## config.mk

```make
export PLATFORM = sky130hd
export DESIGN_NAME = soc_periph_demux
export DESIGN_NICKNAME = d
export VERILOG_FILES = /design/src/rtl/soc_periph_demux.sv
export SDC_FILE = /design/constraint.sdc
export NUM_CORES = 1
export LEC_CHECK = 0
export CAP_MARGIN = 15
export CORE_AREA = 3 3 427 429
export CTS_BUF_LIST = sky130_fd_sc_hd__clkbuf_16
export CTS_CLUSTER_SIZE = 30
export DETAILED_ROUTE_END_ITERATION = 6
export DIE_AREA = 0 0 430 432
export GPL_ROUTABILITY_DRIVEN = 0
export GPL_TIMING_DRIVEN = 0
export PLACE_DENSITY = 0.3
export SLEW_MARGIN = 0
export SYNTH_ARGS = -nofsm -noshare
export SYNTH_HDL_FRONTEND = slang
export SYNTH_SLANG_ARGS = --single-unit
```

## constraint.sdc

```tcl
create_clock -name clk_i -period 6.95 [get_ports clk_i]
set_input_delay 2.085 -clock clk_i [delete_from_list [all_inputs] [get_ports clk_i]]
set_output_delay 2.085 -clock clk_i [all_outputs]
set_load 0.02 [all_outputs]
```

## src/rtl/soc_periph_demux.sv

```systemverilog
// Single-master to NoSlv-slave request demultiplexer with in-order response tracking.
// Unmapped addresses go to an internal error responder.
module soc_periph_demux #(
    parameter int unsigned NoSlv    = 11,
    parameter int unsigned MaxTrans = 4,
    parameter logic [NoSlv-1:0][63:0] AddrBase = {
        64'h0000_0000, 64'h0001_0000, 64'h0200_0000, 64'h0C00_0000,
        64'h1000_0000, 64'h1800_0000, 64'h2000_0000, 64'h3000_0000,
        64'h4000_0000, 64'h8000_0000, 64'h5000_0000
    },
    parameter logic [NoSlv-1:0][63:0] AddrLen = {
        64'h0000_1000, 64'h0001_0000, 64'h000C_0000, 64'h03FF_FFFF,
        64'h0000_1000, 64'h0000_1000, 64'h0080_0000, 64'h0001_0000,
        64'h0000_1000, 64'h4000_0000, 64'h03FF_FFFF
    }
) (
    input  logic                  clk_i,
    input  logic                  rst_ni,
    input  logic                  req_valid_i,
    output logic                  req_ready_o,
    input  logic [63:0]           req_addr_i,
    input  logic                  req_we_i,
    input  logic [63:0]           req_wdata_i,
    input  logic [7:0]            req_strb_i,
    output logic                  rsp_valid_o,
    input  logic                  rsp_ready_i,
    output logic [63:0]           rsp_rdata_o,
    output logic                  rsp_err_o,
    output logic [NoSlv-1:0]      slv_req_valid_o,
    input  logic [NoSlv-1:0]      slv_req_ready_i,
    output logic [63:0]           slv_addr_o,
    output logic                  slv_we_o,
    output logic [63:0]           slv_wdata_o,
    output logic [7:0]            slv_strb_o,
    input  logic [NoSlv-1:0]      slv_rsp_valid_i,
    output logic [NoSlv-1:0]      slv_rsp_ready_o,
    input  logic [NoSlv*64-1:0]   slv_rsp_rdata_i,
    input  logic [NoSlv-1:0]      slv_rsp_err_i
);

    localparam int unsigned SelW = $clog2(NoSlv + 1);
    localparam int unsigned CntW = $clog2(MaxTrans + 1);
    localparam logic [SelW-1:0] Err    = SelW'(NoSlv);
    localparam logic [CntW-1:0] CntMax = CntW'(MaxTrans);

    logic [SelW-1:0] sel_q;
    logic [CntW-1:0] cnt_q;
    logic [SelW-1:0] tgt;
    logic            hit;
    logic            can_issue;
    logic            accept;
    logic            rsp_hs;

    assign slv_addr_o  = req_addr_i;
    assign slv_we_o    = req_we_i;
    assign slv_wdata_o = req_wdata_i;
    assign slv_strb_o  = req_strb_i;

    // 65-bit compare so base+len never wraps; first hit (lowest index) wins.
    always_comb begin
        tgt = Err;
        hit = 1'b0;
        for (int unsigned i = 0; i < NoSlv; i++) begin
            if (!hit && ({1'b0, req_addr_i} >= {1'b0, AddrBase[i]}) &&
                ({1'b0, req_addr_i} < ({1'b0, AddrBase[i]} + {1'b0, AddrLen[i]}))) begin
                tgt = SelW'(i);
                hit = 1'b1;
            end
        end
    end

    always_comb begin
        can_issue       = rst_ni && ((cnt_q == '0) || (tgt == sel_q)) && (cnt_q < CntMax);
        slv_req_valid_o = '0;
        req_ready_o     = 1'b0;
        for (int unsigned i = 0; i < NoSlv; i++) begin
            if (tgt == SelW'(i)) begin
                slv_req_valid_o[i] = req_valid_i && can_issue;
                req_ready_o        = can_issue && slv_req_ready_i[i];
            end
        end
        if (tgt == Err) begin
            req_ready_o = can_issue;
        end
    end

    always_comb begin
        rsp_valid_o     = 1'b0;
        rsp_rdata_o     = '0;
        rsp_err_o       = 1'b0;
        slv_rsp_ready_o = '0;
        if (cnt_q != '0) begin
            if (sel_q == Err) begin
                rsp_valid_o = 1'b1;
                rsp_err_o   = 1'b1;
            end else begin
                for (int unsigned i = 0; i < NoSlv; i++) begin
                    if (sel_q == SelW'(i)) begin
                        rsp_valid_o        = slv_rsp_valid_i[i];
                        slv_rsp_ready_o[i] = rsp_ready_i;
                        if (slv_rsp_valid_i[i]) begin
                            rsp_rdata_o = slv_rsp_rdata_i[64*i +: 64];
                            rsp_err_o   = slv_rsp_err_i[i];
                        end
                    end
                end
            end
        end
    end

    assign accept = req_valid_i && req_ready_o;
    assign rsp_hs = rsp_valid_o && rsp_ready_i;

    always_ff @(posedge clk_i or negedge rst_ni) begin
        if (!rst_ni) begin
            sel_q <= '0;
            cnt_q <= '0;
        end else begin
            if (accept) begin
                sel_q <= tgt;
            end
            if (accept && !rsp_hs) begin
                cnt_q <= cnt_q + CntW'(1);
            end else if (!accept && rsp_hs) begin
                cnt_q <= cnt_q - CntW'(1);
            end
        end
    end

endmodule

```

==> results.yml, run 1 <==
hold_path:
  hold_start: "cnt_q[2]"
  hold_path_end: "cnt_q[2]"
  hold_class: "flip-flop to flip-flop"
  hold_depth: 1
routing:
  drt_first_pass_iters: 7
  wl_per_cell_um: 32.6
  drc: 7
  via_per_inst: 3.20
  drt_iter0_markers: 1538
  drtAntennaViolNets: 0
  wl_um: 144000
  vias: 14164
critical_path:
  reg2reg_depth: 13
  critPathMaxStageDelay_ps: 740
  cp_slowest_cell: "a222oi_1"
  ff2ff_setup_slack_ps: 3130
  crit_family: "compound AO/OA/AOI/OAI gates"
  cp-end-kind: "output port"
  critPathBufInv: 5
  path_class: "input pin to output port"
  rr_endpoint: "cnt_q[2]"
  arrival_ps: 4890
  cp_cell_sequence: "clkdlybuf4s50_1 > and3_4 > buf_8 > buf_12 > clkbuf_16 > a222oi_1 > a31oi_2 > a21oi_2 > a31oi_4 > buf_6"
  reg2reg_from: "sel_q[1]"
  worstPathMaxFanout: 10
  crit_path_start: "slv_rsp_valid_i[2]"
  required_ps: 4870
  startpoint_type: "input pin"
floorplanning:
  dieHeight_um: 432
  pin_count: 1104
  start_util_pct: 3.52
  die_w_um: 430
  dieArea_sq_mm: 0.186
  fp-row-count: 155
  core_area_sq_mm: 0.179
cts:
  cts_tree: "built"
  cts.sinks: 7
  clkLatencyLatePin_ps: 230
  cts_buffers: 3
  cts_root_buf: "clkbuf_16"
  ctsHtreeMaxLevel: 1
  cts_buffer_depth: 2
  path_clk_slew_ps: 40
sta:
  final_hold_viol_count: 0
  rsz0062_at_grt: "true"
  timing.final.ws_setup_ps: -28.6
  max_slew.worst_pin.slew_ps: 900
  fin_crit_sh_pct: 100
  fmax_mhz: 143
  fin_skew_ps: 0.371
  worst_slew_margin_rel_pct: 40.0
  period_needed_ps: 6980
  slew_viol_final: 0
  setup_violations: 4
yosys:
  syn_area_sq_mm: 0.00629
  synth_seq_cells: 7
  synthFlopType: "dfrtp_1"
  ys_types: 52
  netlist_instances: 971
  async_flop_share_pct: 100
  syn-num-nets: 1851
  ys_seq_area_share_pct: 2.78
  synth_edf_count: 0
  synth_warnings: 0
  syn_avg_cell_area_sq_um: 6.48
global_route:
  antenna_found_initial: 111
  grt_pass1_vias: 13909
  gr-usage-all-layers_pct: 14.5
  gr-total-overflow: 0
  grt_pass1_wl_um: 172000
  use_met1_pct: 18.6
  grt_max_degree: 19
  gr-usage-met2_pct: 23.8
  grtUsageMet3_pct: 4.89
  grt.busiest_layer: "met2"
placement:
  pre_cts_slack_ps: -1880
  io_buffers: 1029
  dpl.hpwl_um: 132000
power:
  ir_worst_vdd_mv: 0.0932
  power_leakage_nw: 6.99
  cellPowerDensity_mw_per_mm2: 189
  total_power_mw: 4.03
cells_and_area:
  final_nets: 2924
  layout-drive-gt1-share_pct: 22.3
  area_growth_pct: 238
run_status:
  outcome: "complete, but fails checks"
  failed_checks: "DRC, setup timing"
flow_run:
  maxCapViolations: 0
-- synthesized netlist by cell type (3+ instances only) --
cell	n	share of area (%)
clkbuf_1	84	5.0
o31ai_1	3	0.36
nand4_1	12	1.2
and2_1	4	0.40
nand3_1	12	0.95
a222oi_1	65	10
o21ai_0	12	0.95
or2_1	3	0.30
and3_1	17	1.7
buf_4	137	16
nand2_1	17	1.0
a21oi_1	71	5.6
a211oi_1	4	0.48
a22oi_1	192	23
nand2b_1	6	0.60
xor2_1	3	0.42
nor3_1	14	1.1
nor2b_1	6	0.60
nor2_1	100	6.0
nor4_1	15	1.5
o211ai_1	3	0.36
a31oi_1	131	13
dfrtp_1	7	2.8
buf_1	12	0.72
inv_1	8	0.48
-- metrics by stage --
| stage | instances | instance area (sq um) | hold slack (ps) | setup TNS [ps] | utilization [%] |
|---|---|---|---|---|---|
| 3_5_place_dp | 4368 | 19800 | 496 | -88370 | 11.1 |
| 2_1_floorplan | 971 | 6290 | 464 | 0 | - |
| 4_1_cts | 4390 | 21000 | 505 | -457 | 11.8 |
| 3_3_place_gp | 4355 | 19500 | 496 | -147970 | 10.9 |
| 6_report | 4424 | 21300 | 508 | -66.8 | 11.9 |
| 5_1_grt | 4403 | 21200 | 533 | -725 | 11.9 |
-- worst max-delay path by stage --
| stage | end | slack (ps) | cells after the start |
|---|---|---|---|
| CTS | rsp_rdata_o[28] | -170 | 10 |
| floorplan | slv_req_valid_o[10] | 130 | 9 |
| global route | slv_req_valid_o[1] | -160 | 13 |
| detailed placement | rsp_rdata_o[28] | -1880 | 10 |
| finish | rsp_rdata_o[19] | -30 | 10 |
| global placement | rsp_rdata_o[12] | -3090 | 9 |
-- placed cells by master (no fill, tap or decap), drive strengths merged, types with 3 or more instances in the layout --
cell type      netlist  final
a21oi               71     71
nand2b               6      6
nand3               12     12
nand4               12     12
xor2                 3      3
buf                150    246
or2                  4      4
clkdlybuf4s15        0     27
a31oi              131    131
a222oi              65     65
nor2               100    100
nor2b                6      6
and3                17     17
o21ai               13     13
inv                  8      9
and2                 4      4
nor3                14     14
diode                0     26
o31ai                3      3
nand2               17     17
dfrtp                7      7
nor4                17     17
a22oi              192    192
clkdlybuf4s50        0    891
a211oi               4      4
o211ai               3      3
dlygate4sd2          0     36
clkbuf              84     93
dlymetal6s2s         0     12
-- area by class of cell --
type | instances | area, sq um
Sequential cell | 7 | 175
Fill cell | 20584 | 157000
Clock buffer | 3 | 75.1
Timing Repair Buffer | 1071 | 10600
Inverter | 8 | 30.0
Clock inverter | 1 | 3.75
Tap cell | 2355 | 2950
Multi-Input combinational cell | 722 | 5750
Buffer | 231 | 1650
Antenna cell | 26 | 65.1
-- power by group --
part           leakage (nW)  internal [mW]  switching (mW)
sequential           0.0854         0.0596          0.0289
combinational          6.86           1.47            2.37
clock                0.0425         0.0750          0.0232
-- worst register-to-register path, delay by kind of cell (launching register included) --
family          cells  cell delay [ps]
xor+xnor            2              310
buf+inv             2              740
simple gates        6             1400
flops               1              510
fa+ha+maj           2              610
compound gates      1              190
-- logic make-up after synthesis --
kind of cell	count (synthesis)	synth area share, %
adders and majority gates	2	0.517
and+or+nand+nor	220	17.4
AOI/OAI and AO/OA	493	55.7
muxes	3	0.517
xor gates and xnor gates	4	0.557
DFF	7	2.78
buffers and inverters	242	22.6
-- flip-flops by register name, summed over array words and instances (netlist names) --
register / flops
sel_q: 4
cnt_q: 3
-- layer usage --
metal  share of wire (%)  vias up
met1                  42     6955
met4                 1.9       52
li1                    -     6037
met3                 9.4      158
met5                0.23        -
met2                  46      962
-- what timing repair did --
item | CTS | global route
cloned | 0 | 1
gates resized for setup | 631 | 95
setup endpoints to repair | 78 | 43
hold buffers | 0 | 0
setup buffers | 20 | 8
pin swaps | 59 | 35
(Power assumes the default switching activity.)
==> inputs of run 2 (changes only) <==
- CAP_MARGIN: 15 -> 20
==> results.yml, run 2 (synthesis gave the netlist of run 1 again) <==
run_status:
  outcome: "complete, but fails checks"
  failed_checks: "setup timing"
sta:
  fin_skew_ps: 1.71
  max_slew.worst_pin.slew_ps: 964
  slew_viol_final: 0
  setup_violations: 3
  rsz0062_at_grt: "true"
  period_needed_ps: 6980
  fmax_mhz: 143
  fin_crit_sh_pct: 100
  finalHoldWorstSlack_ps: 503
  final_hold_viol_count: 0
  timing.final.ws_setup_ps: -28.7
  worst_slew_margin_rel_pct: 35.7
critical_path:
  cp-end-kind: "output port"
  worstPathMaxFanout: 10
  path_class: "input pin to output port"
  crit_family: "compound AO/OA/AOI/OAI gates"
  startpoint_type: "input pin"
  cp_num_cells: 9
  cp_cell_sequence: "clkdlybuf4s50_1 > and3_2 > clkbuf_16 > buf_4 > a222oi_1 > a31oi_2 > a21oi_2 > a31oi_4 > buf_6"
  crit_path_start: "slv_rsp_valid_i[4]"
  cp_slowest_cell: "a222oi_1"
  required_ps: 4870
  reg2reg_depth: 13
  ff2ff_setup_slack_ps: 3060
  reg2reg_from: "sel_q[1]"
  critPathMaxStageDelay_ps: 700
  endpoint: "rsp_rdata_o[19]"
  arrival_ps: 4890
  rr_endpoint: "cnt_q[2]"
  critPathBufInv: 4
cells_and_area:
  final.fill_count: 20610
  area_growth_pct: 238
  largest_reg_flops: 4
  final_util_pct: 11.9
  top_register: "sel_q"
  final_cell_mix: "clkdlybuf4s50_1, a22oi_1, buf_4, nor2_1, a31oi_1"
  top_regs: "sel_q: 4 flops, cnt_q: 3 flops"
  layout-drive-gt1-share_pct: 21.9
  mostFrequentLayoutCell: "clkdlybuf4s50_1"
  final_nets: 2921
routing:
  drc: 0
  drt_first_pass_iters: 7
  wl_per_cell_um: 32.6
  drtAntennaViolNets: 0
  via_per_inst: 3.20
  wl_um: 144000
  vias: 14183
  drt_iter0_markers: 1452
cts:
  ctsHtreeMaxLevel: 1
  cts_buffer_depth: 2
  cts_root_buf: "clkbuf_16"
  cts_tree: "built"
  cts_buffers: 3
  path_clk_slew_ps: 40
  clkLatencyLatePin_ps: 240
  holdBufCountCts: 0
  cts.sinks: 7
floorplanning:
  dieArea_sq_mm: 0.186
  dieHeight_um: 432
  start_util_pct: 3.52
  core_area_sq_mm: 0.179
  pin_count: 1104
  die_w_um: 430
  fp-row-count: 155
global_route:
  grtUsageMet3_pct: 5.27
  grt_max_degree: 18
  gr-usage-all-layers_pct: 14.6
  gr-usage-met2_pct: 24.1
  use_met1_pct: 18.6
  grt_pass1_wl_um: 173000
  grt_pass1_vias: 13859
  grt.busiest_layer: "met2"
  antenna_found_initial: 116
  gr-total-overflow: 0
placement:
  io_buffers: 1029
  dpl.hpwl_um: 132000
  pre_cts_slack_ps: -1910
flow_run:
  maxCapViolations: 0
power:
  power_leakage_nw: 6.95
  ir_worst_vdd_mv: 0.0917
  cellPowerDensity_mw_per_mm2: 191
hold_path:
  hold_class: "flip-flop to flip-flop"
## run 2: changes by cell type in the layout (fill, tap and decap cells not counted), moves of 3 or more
cell,delta
a21oi_1,+3
a31oi_2,+5
a31oi_4,-6
diode_2,+9
buf_2,-5
buf_12,-3
buf_4,-4
clkdlybuf4s15_1,-5
dlygate4sd2_1,+11
dlymetal6s2s_1,-6
clkbuf_1,-3
a21oi_2,-3
clkdlybuf4s50_1,+3
## run 2: power by group
part | internal, mW | leakage (nW) | switching, mW
Combinational | 1.47 | 6.82 | 2.40
Clock | 0.0749 | 0.0425 | 0.0227
Sequential | 0.0597 | 0.0854 | 0.0278
## run 2: worst register-to-register path, cell delays in order, from the launching register on
cell and delay, ps:
dfrtp_1 500, clkbuf_1 680, nor2_1 190, and3_2 320, nor2_1 130, nand3b_1 210
or4_1 480, o21ai_0 210, ha_1 230, inv_1 70, fa_1 380, xor2_1 150
nor2_1 110, xor2_1 160
## run 2: cell type report
cell class              count  area [sq um]  share of cell area (%)
repair buffers           1068         10600                    49.7
multi-input cells         722          5690                    26.8
plain buffers             231          1680                    7.90
clock buffers               3          75.1                   0.353
inverters                   8          30.0                   0.141
flip-flops and latches      7           175                   0.824
well taps                2355          2950                    13.9
clock inverters             1          3.75                  0.0177
diodes                     35          87.6                   0.412
## run 2: how the worst min path moves through the flow
stage	cells after the start	from	slack, ps	endpoint
floorplan	1	cnt_q[2]	460	cnt_q[2]
global placement	1	cnt_q[2]	500	cnt_q[2]
detailed placement	1	cnt_q[2]	500	cnt_q[2]
CTS	1	cnt_q[2]	500	cnt_q[2]
global route	1	cnt_q[2]	530	cnt_q[2]
finish	1	cnt_q[2]	500	cnt_q[2]
## run 2: metrics by stage
stage	TNS (ps)	power (mW)	std cells	instance area (sq um)
after global placement	-147970	3.77	4355	19500
after CTS	-247	4.14	4391	21000
after global routing	-819	4.23	4398	21200
final	-38.2	4.06	4430	21300
after detailed placement	-87880	3.80	4370	19800
after floorplan	0	1.35	971	6290
## run 2: timing repair
action / in CTS / in global routing
setup buffers: 17 / 6
cloned: 1 / 0
gates resized for setup: 630 / 68
setup endpoints to repair: 78 / 30
pin swaps: 54 / 19
## run 2: routing by layer
| metal | part of all wire, % | vias to the layer above |
|---|---|---|
| li1 | - | 6050 |
| met1 | 41 | 6911 |
| met2 | 46 | 972 |
| met3 | 11 | 182 |
| met4 | 1.8 | 68 |
| met5 | 0.31 | - |
